## src/rtl/reg_fill_ctrl_pkg.sv

```systemverilog
// reg_fill_ctrl_pkg: shared register-set constants, fill FSM states and one-hot decode.
package reg_fill_ctrl_pkg;
  localparam int NUM_REGS = 32;
  localparam int IDX_W = 5;
  localparam int DATA_W = 32;
  localparam int ADDR_W = 32;
  typedef enum logic [1:0] {IDLE, REQ, WRITE, DONE} state_t;
  function automatic logic [NUM_REGS-1:0] onehot(input logic [IDX_W-1:0] idx);
    return NUM_REGS'(1) << idx;
  endfunction
endpackage

```

## src/rtl/reg_fill_ctrl_onehot_dec.sv

```systemverilog
// onehot_dec: register index to one-hot select, shared with the read-side mux.
module onehot_dec
  import reg_fill_ctrl_pkg::*;
(
  input  logic [IDX_W-1:0]    i_idx,
  output logic [NUM_REGS-1:0] o_onehot
);
  assign o_onehot = onehot(i_idx);
endmodule

```

## src/rtl/reg_fill_ctrl.sv

```systemverilog
// reg_fill_ctrl: write-side controller filling consecutive registers from memory
// and forwarding single CPU writes while idle.
module reg_fill_ctrl
  import reg_fill_ctrl_pkg::*;
(
  input  logic                clk,
  input  logic                reset,
  input  logic                fill_start,
  input  logic [IDX_W-1:0]    fill_base,
  input  logic [IDX_W:0]      fill_len,
  input  logic [ADDR_W-1:0]   fill_addr,
  output logic                mem_req,
  output logic [ADDR_W-1:0]   mem_addr,
  input  logic                mem_ack,
  input  logic [DATA_W-1:0]   mem_rdata,
  input  logic                cpu_we,
  input  logic [IDX_W-1:0]    cpu_idx,
  input  logic [DATA_W-1:0]   cpu_wdata,
  output logic                cpu_stall,
  output logic                regWrite,
  output logic [NUM_REGS-1:0] decOut,
  output logic [DATA_W-1:0]   writeData,
  output logic                busy,
  output logic                fill_done
);
  state_t               r_state;
  logic [IDX_W-1:0]     r_idx;
  logic [IDX_W:0]       r_len;
  logic [IDX_W:0]       r_count;
  logic [ADDR_W-1:0]    r_base;
  logic [IDX_W:0]       w_len;
  logic [IDX_W:0]       w_cnt_nx;
  logic [IDX_W-1:0]     w_dec_idx;
  logic [NUM_REGS-1:0]  w_dec;
  logic                 w_cpu_go;
  assign cpu_stall = busy | fill_start;
  assign w_cpu_go = cpu_we & ~cpu_stall;
  assign w_len = (fill_len > (IDX_W+1)'(NUM_REGS)) ? (IDX_W+1)'(NUM_REGS) : fill_len;
  assign w_cnt_nx = r_count + 1'b1;
  // The CPU index only matters in IDLE; every other state decodes the fill index.
  assign w_dec_idx = (r_state == IDLE) ? cpu_idx : r_idx;
  onehot_dec u_dec (.i_idx(w_dec_idx), .o_onehot(w_dec));
  always_ff @(posedge clk) begin
    if (!reset) begin
      r_state   <= IDLE;
      r_idx     <= '0;
      r_len     <= '0;
      r_count   <= '0;
      r_base    <= '0;
      mem_req   <= 1'b0;
      mem_addr  <= '0;
      regWrite  <= 1'b0;
      decOut    <= '0;
      writeData <= '0;
      busy      <= 1'b0;
      fill_done <= 1'b0;
    end else begin
      case (r_state)
        IDLE: begin
          regWrite <= w_cpu_go;
          decOut   <= w_cpu_go ? w_dec : '0;
          if (w_cpu_go) writeData <= cpu_wdata;
          if (fill_start) begin
            r_idx    <= fill_base;
            r_len    <= w_len;
            r_base   <= fill_addr;
            r_count  <= '0;
            mem_addr <= fill_addr;
            busy     <= 1'b1;
            r_state  <= (fill_len != '0) ? REQ : DONE;
            mem_req  <= (fill_len != '0);
            fill_done <= (fill_len == '0);
          end
        end
        REQ: if (mem_ack) begin
          writeData <= mem_rdata;
          regWrite  <= 1'b1;
          decOut    <= w_dec;
          mem_req   <= 1'b0;
          r_state   <= WRITE;
        end
        WRITE: begin
          regWrite <= 1'b0;
          decOut   <= '0;
          r_idx    <= r_idx + 1'b1;
          r_count  <= w_cnt_nx;
          if (w_cnt_nx < r_len) begin
            r_state  <= REQ;
            mem_req  <= 1'b1;
            mem_addr <= r_base + ADDR_W'({w_cnt_nx, 2'b00});
          end else begin
            r_state   <= DONE;
            fill_done <= 1'b1;
          end
        end
        DONE: begin
          fill_done <= 1'b0;
          busy      <= 1'b0;
          r_state   <= IDLE;
        end
        default: r_state <= IDLE;
      endcase
    end
  end
endmodule

```

## config.mk

```make
export PLATFORM = sky130hd
export DESIGN_NAME = reg_fill_ctrl
export DESIGN_NICKNAME = d
export VERILOG_FILES = /design/src/rtl/reg_fill_ctrl_pkg.sv /design/src/rtl/reg_fill_ctrl_onehot_dec.sv /design/src/rtl/reg_fill_ctrl.sv
export SDC_FILE = /design/constraint.sdc
export NUM_CORES = 1
export LEC_CHECK = 0
export CORE_ASPECT_RATIO = 0.8
export CORE_MARGIN = 4
export CORE_UTILIZATION = 48
export DETAILED_ROUTE_END_ITERATION = 10
export GPL_TIMING_DRIVEN = 0
export PLACE_DENSITY = 0.81
export SLEW_MARGIN = 10
export SYNTH_ARGS = -nofsm -noshare
export SYNTH_HDL_FRONTEND = slang
export SYNTH_HIERARCHICAL = 1
export SYNTH_SLANG_ARGS = --single-unit
```

## constraint.sdc

```tcl
create_clock -name clk -period 2.8 [get_ports clk]
set_input_delay 0.28 -clock clk [delete_from_list [all_inputs] [get_ports clk]]
set_output_delay 0.28 -clock clk [all_outputs]
set_load 0.02 [all_outputs]
```

==> out/metrics.yaml, run 1 <==
antenna_found_initial: 0
ff2ff_path_depth: 11
first_pass_iters: 5
syn_area_um2: 7250
cts_hold_buffers: 0
finalSetupTns_ns: 0
ys_warn_count: 6
r2r_setup_slack_ns: 0.03
path_class: "reg -> reg"
r2r-start: "r_count[0]"
htreeDepth: 4
coreArea_um2: 14500
r2r_end: "mem_addr[25]"
final_core_util_pct: 72.3
fillers: 1126
place_ws_ns: -0.531
drt_first_iter_violations: 751
avgRoutedWirePerCell_um: 18.1
finalCritPeriodShare_pct: 98.8
register_area_um2: 3030
critical_path.endpoint_type: "register"
fmax_mhz: 361
globalplace.congestion: 0.983
finalSetupViolCount: 0
period_needed_ns: 2.77
fp.dieArea_um2: 17200
die_w_um: 145
cts_tree: "built"
ir_drop_v: 0.000629
power_density_nw_per_um2: 1000
grt_usage_pct: 26.6
min_to: "r_base[23]"
clk_pin_slew_ns: 0.07
async_flop_share_pct: 0
min_from: "fill_addr[23]"
numCtsBuffers: 17
cp_max_fo: 6
viasPerCell: 5.65
setup_slack_ns: 0.0331
place_area_um2: 9660
avgSynthCellArea_um2: 8.33
syn_inst: 871
finalMaxSlewViolations: 0
synth_edf_count: 0
min_path_type: "in -> reg"
rows: 39
io_buffers: 217
yosysSeqAreaShare_pct: 41.7
dp_hpwl_mm: 17.5
antenna_left: 0
dieHeight_um: 118
drt_wl_total_mm: 23.8
grt_pass1_vias: 7175
crit_arrival_ns: 3.12
fin_skew_ns: 0.0119
syn_nets: 1006
max_slew_margin_pct: 46.2
finalNetCount: 1253
drc: 0
syn_to_final_growth_pct: 45.0
status: "complete, no violations"
cts_buffer_depth: 2
grt_start_max_net_pins: 17
worstMarginPinSlew_ns: 0.807
max_cap_violations: 0
io_pins: 218
crit_path_start_kind: "register"
cts_root_buf: "clkbuf_16"
synth_seq_cells: 151
grt.overflow.total: 0
stdcell_area_um2: 10500
antenna-diode-count: 0
multi_input_area_um2: 4020
vias: 7433
final_layout_size_suffix_gt1_share_pct: 8.13
start_util_pct: 49.9
grt_pass1_wl_mm: 37.0
crit_required_ns: 3.15
clk_latency_ns: 0.44
synthFlopType: "dfxtp_1"
synth_cell_types: 63
whs_path_depth: 3
final-hold-violation-count: 0
numClockSinks: 151
power.leakage_nw: 3.80
## registers in the layout, indices dropped and copies added (netlist names)
name       count
r_count        6
r_state        2
r_idx          5
r_len          6
regWrite       1
writeData     32
busy           1
decOut        32
mem_req        1
fill_done      1
mem_addr      32
r_base        32
## layout make-up
cell class | instances | share of cell area (%)
multi-input combinational | 636 | 38.3
timing repair buffer | 228 | 21.4
buffer | 61 | 2.45
tap | 184 | 2.19
clock inverter | 12 | 1.67
sequential | 151 | 28.8
inverter | 23 | 0.821
clock buffer | 20 | 4.34
## per-layer routing
layer | share of wire [%] | track usage, %
met2 | 45 | 42.0
met3 | 10 | 7.51
met4 | 2.4 | 9.55
met1 | 43 | 34.9
met5 | 0 | 0
## synth_stat cells, drive strengths merged (17+ instances only)
cell type  instances  area share (%)
inv               23             1.2
nand2            105             5.5
a22oi             44             4.6
o21ai             20             1.4
ha                17             2.9
a21oi             65             4.5
a211oi            44             4.6
dfxtp            151              42
nor2             141             7.3
clkbuf            50             2.6
mux2i             40             5.5
xnor2             19             2.3
## metrics by stage
stage | power (mW) | cells | hold slack, ns
finish | 10.5 | 1315 | 0.426
floorplan | 6.05 | 871 | 0.416
detailed placement | 7.94 | 1272 | 0.446
global placement | 7.87 | 1272 | 0.441
CTS | 10.5 | 1308 | 0.420
global route | 11.1 | 1315 | 0.453
## repair_timing
action | 4_1_cts | 5_1_grt
pin swaps | 3 | 6
buffers inserted | 4 | 7
resized for setup | 18 | 20
setup endpoints to repair | 33 | 42
## power by group
group	internal [mW]	switching [mW]	total, mW
logic	2.00	2.97	4.97
registers	2.73	0.384	3.11
clock network	1.54	0.932	2.47
## cell usage in the layout, fill, tap and decap left out, types with 5 or more instances in the layout
master and instances:
clkdlybuf4s50_1 217, mux2i_1 40, nor2_1 140, dfxtp_1 148
xor2_1 9, nand3b_1 9, nand2b_1 7, clkbuf_16 17
and4_1 7, o211ai_1 5, a21oi_1 64, o22ai_1 14
a211oi_1 43, buf_4 12, nand2_1 102, a22oi_1 44
nand3_1 10, inv_1 23, buf_1 5, a31oi_1 5
clkbuf_1 48, xnor2_1 17, o21ai_0 17, ha_1 13
## worst max-delay path by stage
stage	end	startpoint	slack [ns]	cells after the start
after global routing	mem_addr[25]	r_count[0]	-0.03	11
after global placement	mem_addr[30]	r_count[0]	-0.44	10
after floorplan	mem_addr[25]	r_count[0]	0.20	10
final	mem_addr[25]	r_count[0]	0.03	11
after CTS	mem_addr[25]	r_count[0]	0.02	10
after detailed placement	mem_addr[30]	r_count[0]	-0.53	10
## worst max-delay path: stages, from the launching register on
cell	delay, ns
dfxtp_4	0.40
ha_4	0.15
nand3_2	0.09
xnor2_2	0.16
buf_4	0.16
ha_4	0.28
nand2_2	0.07
o311ai_4	0.38
nand2_2	0.12
or4_1	0.48
and3_4	0.18
o31ai_2	0.21
## cells by family (layout without fill, tap and decap cells)
group,after synthesis,in the layout,share of synthesized area (%)
adders and majority gates,18,18,3.21
xor gates and xnor gates,30,30,3.62
muxes,43,43,5.99
and+or+nand+nor,324,324,20.6
DFF,151,151,41.7
buffers and inverters,84,344,4.55
AOI/OAI and AO/OA,221,221,20.3
Power figures use the tool's default switching activity.
==> run 2: changes to the inputs <==
- CORE_UTILIZATION: 48 -> 45
- PLACE_DENSITY: 0.81 -> 0.77
==> run 2 against run 1 <==
Core utilization fell by 5.3 points. Power is 1.7% higher. Fmax grew 2.6%. Sequential power about the same. Wire length up 0.69%. Cell area increased by 0.74%. Critical path type unchanged. Highest routed layer unchanged.
==> out/metrics.yaml, run 2 (synthesis results as in run 1) <==
dp_hpwl_mm: 17.6
dieHeight_um: 122
drt_wl_total_mm: 23.9
r2r_setup_slack_ns: 0.10
layout_commonest_cell: "clkdlybuf4s50_1"
finalNetCount: 1248
first_pass_iters: 8
coreArea_um2: 15800
drt_first_iter_violations: 646
htreeDepth: 4
fp.dieArea_um2: 18200
crit_path_start_kind: "register"
io_buffers: 217
cp_max_fo: 5
antenna-diode-count: 0
fmax_mhz: 371
globalplace.congestion: 0.984
crit_arrival_ns: 3.04
clk_pin_slew_ns: 0.06
stdcell_area_um2: 10600
numCtsBuffers: 17
r2r_end: "mem_addr[25]"
status: "complete, no violations"
whs_path_depth: 3
io_pins: 218
worstMarginPinSlew_ns: 0.836
grt_start_max_net_pins: 17
grt_usage_pct: 25.9
clk_latency_ns: 0.43
path_class: "reg -> reg"
grt_pass1_vias: 6952
rows: 41
cts_root_buf: "clkbuf_16"
syn_to_final_growth_pct: 46.1
viasPerCell: 5.55
die_w_um: 150
start_util_pct: 45.9
fin_skew_ns: 0.00596
antenna_found_initial: 0
finalSetupViolCount: 0
stdcell_count: 1341
cts_buffer_depth: 2
min_path_type: "in -> reg"
grt_pass1_wl_mm: 37.3
drc: 0
cts_tree: "built"
final_core_util_pct: 67.1
power_density_nw_per_um2: 1010
period_needed_ns: 2.70
numClockSinks: 151
grt.overflow.total: 0
r2r-start: "r_count[0]"
finalCritPeriodShare_pct: 96.3
power.leakage_nw: 3.80
dp_cells: 1303
min_from: "fill_addr[21]"
antenna_left: 0
min_to: "r_base[21]"
finalMaxSlewViolations: 0
avgRoutedWirePerCell_um: 17.8
critical_path.endpoint_type: "register"
final-hold-violation-count: 0
final_layout_size_suffix_gt1_share_pct: 7.82
final_cell_mix: "clkdlybuf4s50_1, dfxtp_1, nor2_1"
max_cap_violations: 0
max_slew_margin_pct: 44.3
place_area_um2: 9690
ff2ff_path_depth: 10
crit_required_ns: 3.15
fillers: 1351
ir_drop_v: 0.000589
vias: 7444
-- run 2: changes by cell type in the layout (fill, tap and decap cells not counted), sizes merged --
cell | before | now
buf | 21 | 18
clkinvlp | 3 | 2
bufinv | 4 | 6
clkbuf | 71 | 66
clkinv | 5 | 7
-- run 2: per-stage QoR --
| stage | worst slack [ns] | TNS, ns | hold WS [ns] | power (mW) |
|---|---|---|---|---|
| after floorplan | 0.197 | 0 | 0.416 | 6.05 |
| after global placement | -0.443 | -10.17 | 0.441 | 7.88 |
| after detailed placement | -0.442 | -9.68 | 0.449 | 7.94 |
| after CTS | 0.00238 | 0 | 0.417 | 10.7 |
| after global routing | -0.0180 | -0.0258 | 0.445 | 11.3 |
| final | 0.103 | 0 | 0.431 | 10.7 |
-- run 2: power breakdown --
| group | internal (mW) | switching [mW] | total, mW |
|---|---|---|---|
| registers | 2.73 | 0.385 | 3.11 |
| clock network | 1.68 | 0.964 | 2.64 |
| logic | 2.02 | 2.96 | 4.98 |
| total | 6.42 | 4.31 | 10.7 |
-- run 2: critical path, cell delays in order, from the launching register on --
cell and delay [ns]:
dfxtp_4 0.40, ha_4 0.18, nand3_4 0.10, xnor2_4 0.18
ha_4 0.30, nand2_2 0.07, o311ai_4 0.35, nand2_2 0.12
or4_1 0.51, and3_1 0.19, o31ai_2 0.21
-- run 2: worst max-delay path by stage --
stage | slack, ns | to | startpoint
detailed placement | -0.44 | mem_addr[30] | r_count[0]
finish | 0.10 | mem_addr[25] | r_count[0]
floorplan | 0.20 | mem_addr[25] | r_count[0]
CTS | 0.002 | mem_addr[8] | r_count[0]
global placement | -0.44 | mem_addr[29] | r_count[0]
global route | -0.02 | mem_addr[25] | r_count[0]
-- run 2: routing by layer --
metal / GRT usage, % / share of wire (%)
met3: 6.95 / 8.7
met5: 0 / 0
met4: 8.69 / 1.8
met2: 38.9 / 45
met1: 36.4 / 44
-- run 2: layout make-up --
type                            count  area (um2)  area share, %
Tap cell                          215         269           2.54
Timing Repair Buffer              223        2220           20.9
Clock inverter                     15         253           2.39
Inverter                           23        86.3          0.815
Sequential cell                   151        3030           28.6
Buffer                             61         260           2.46
Multi-Input combinational cell    636        4060           38.3
Clock buffer                       17         425           4.01
-- run 2: what timing repair did --
action                                  in CTS  in global routing
gates resized for setup                     20                 21
hold buffers                                 0                  0
endpoints found under the setup margin      31                 36
setup buffers                                0                  6
pin swaps                                    2                  5
gates cloned                                 0                  0
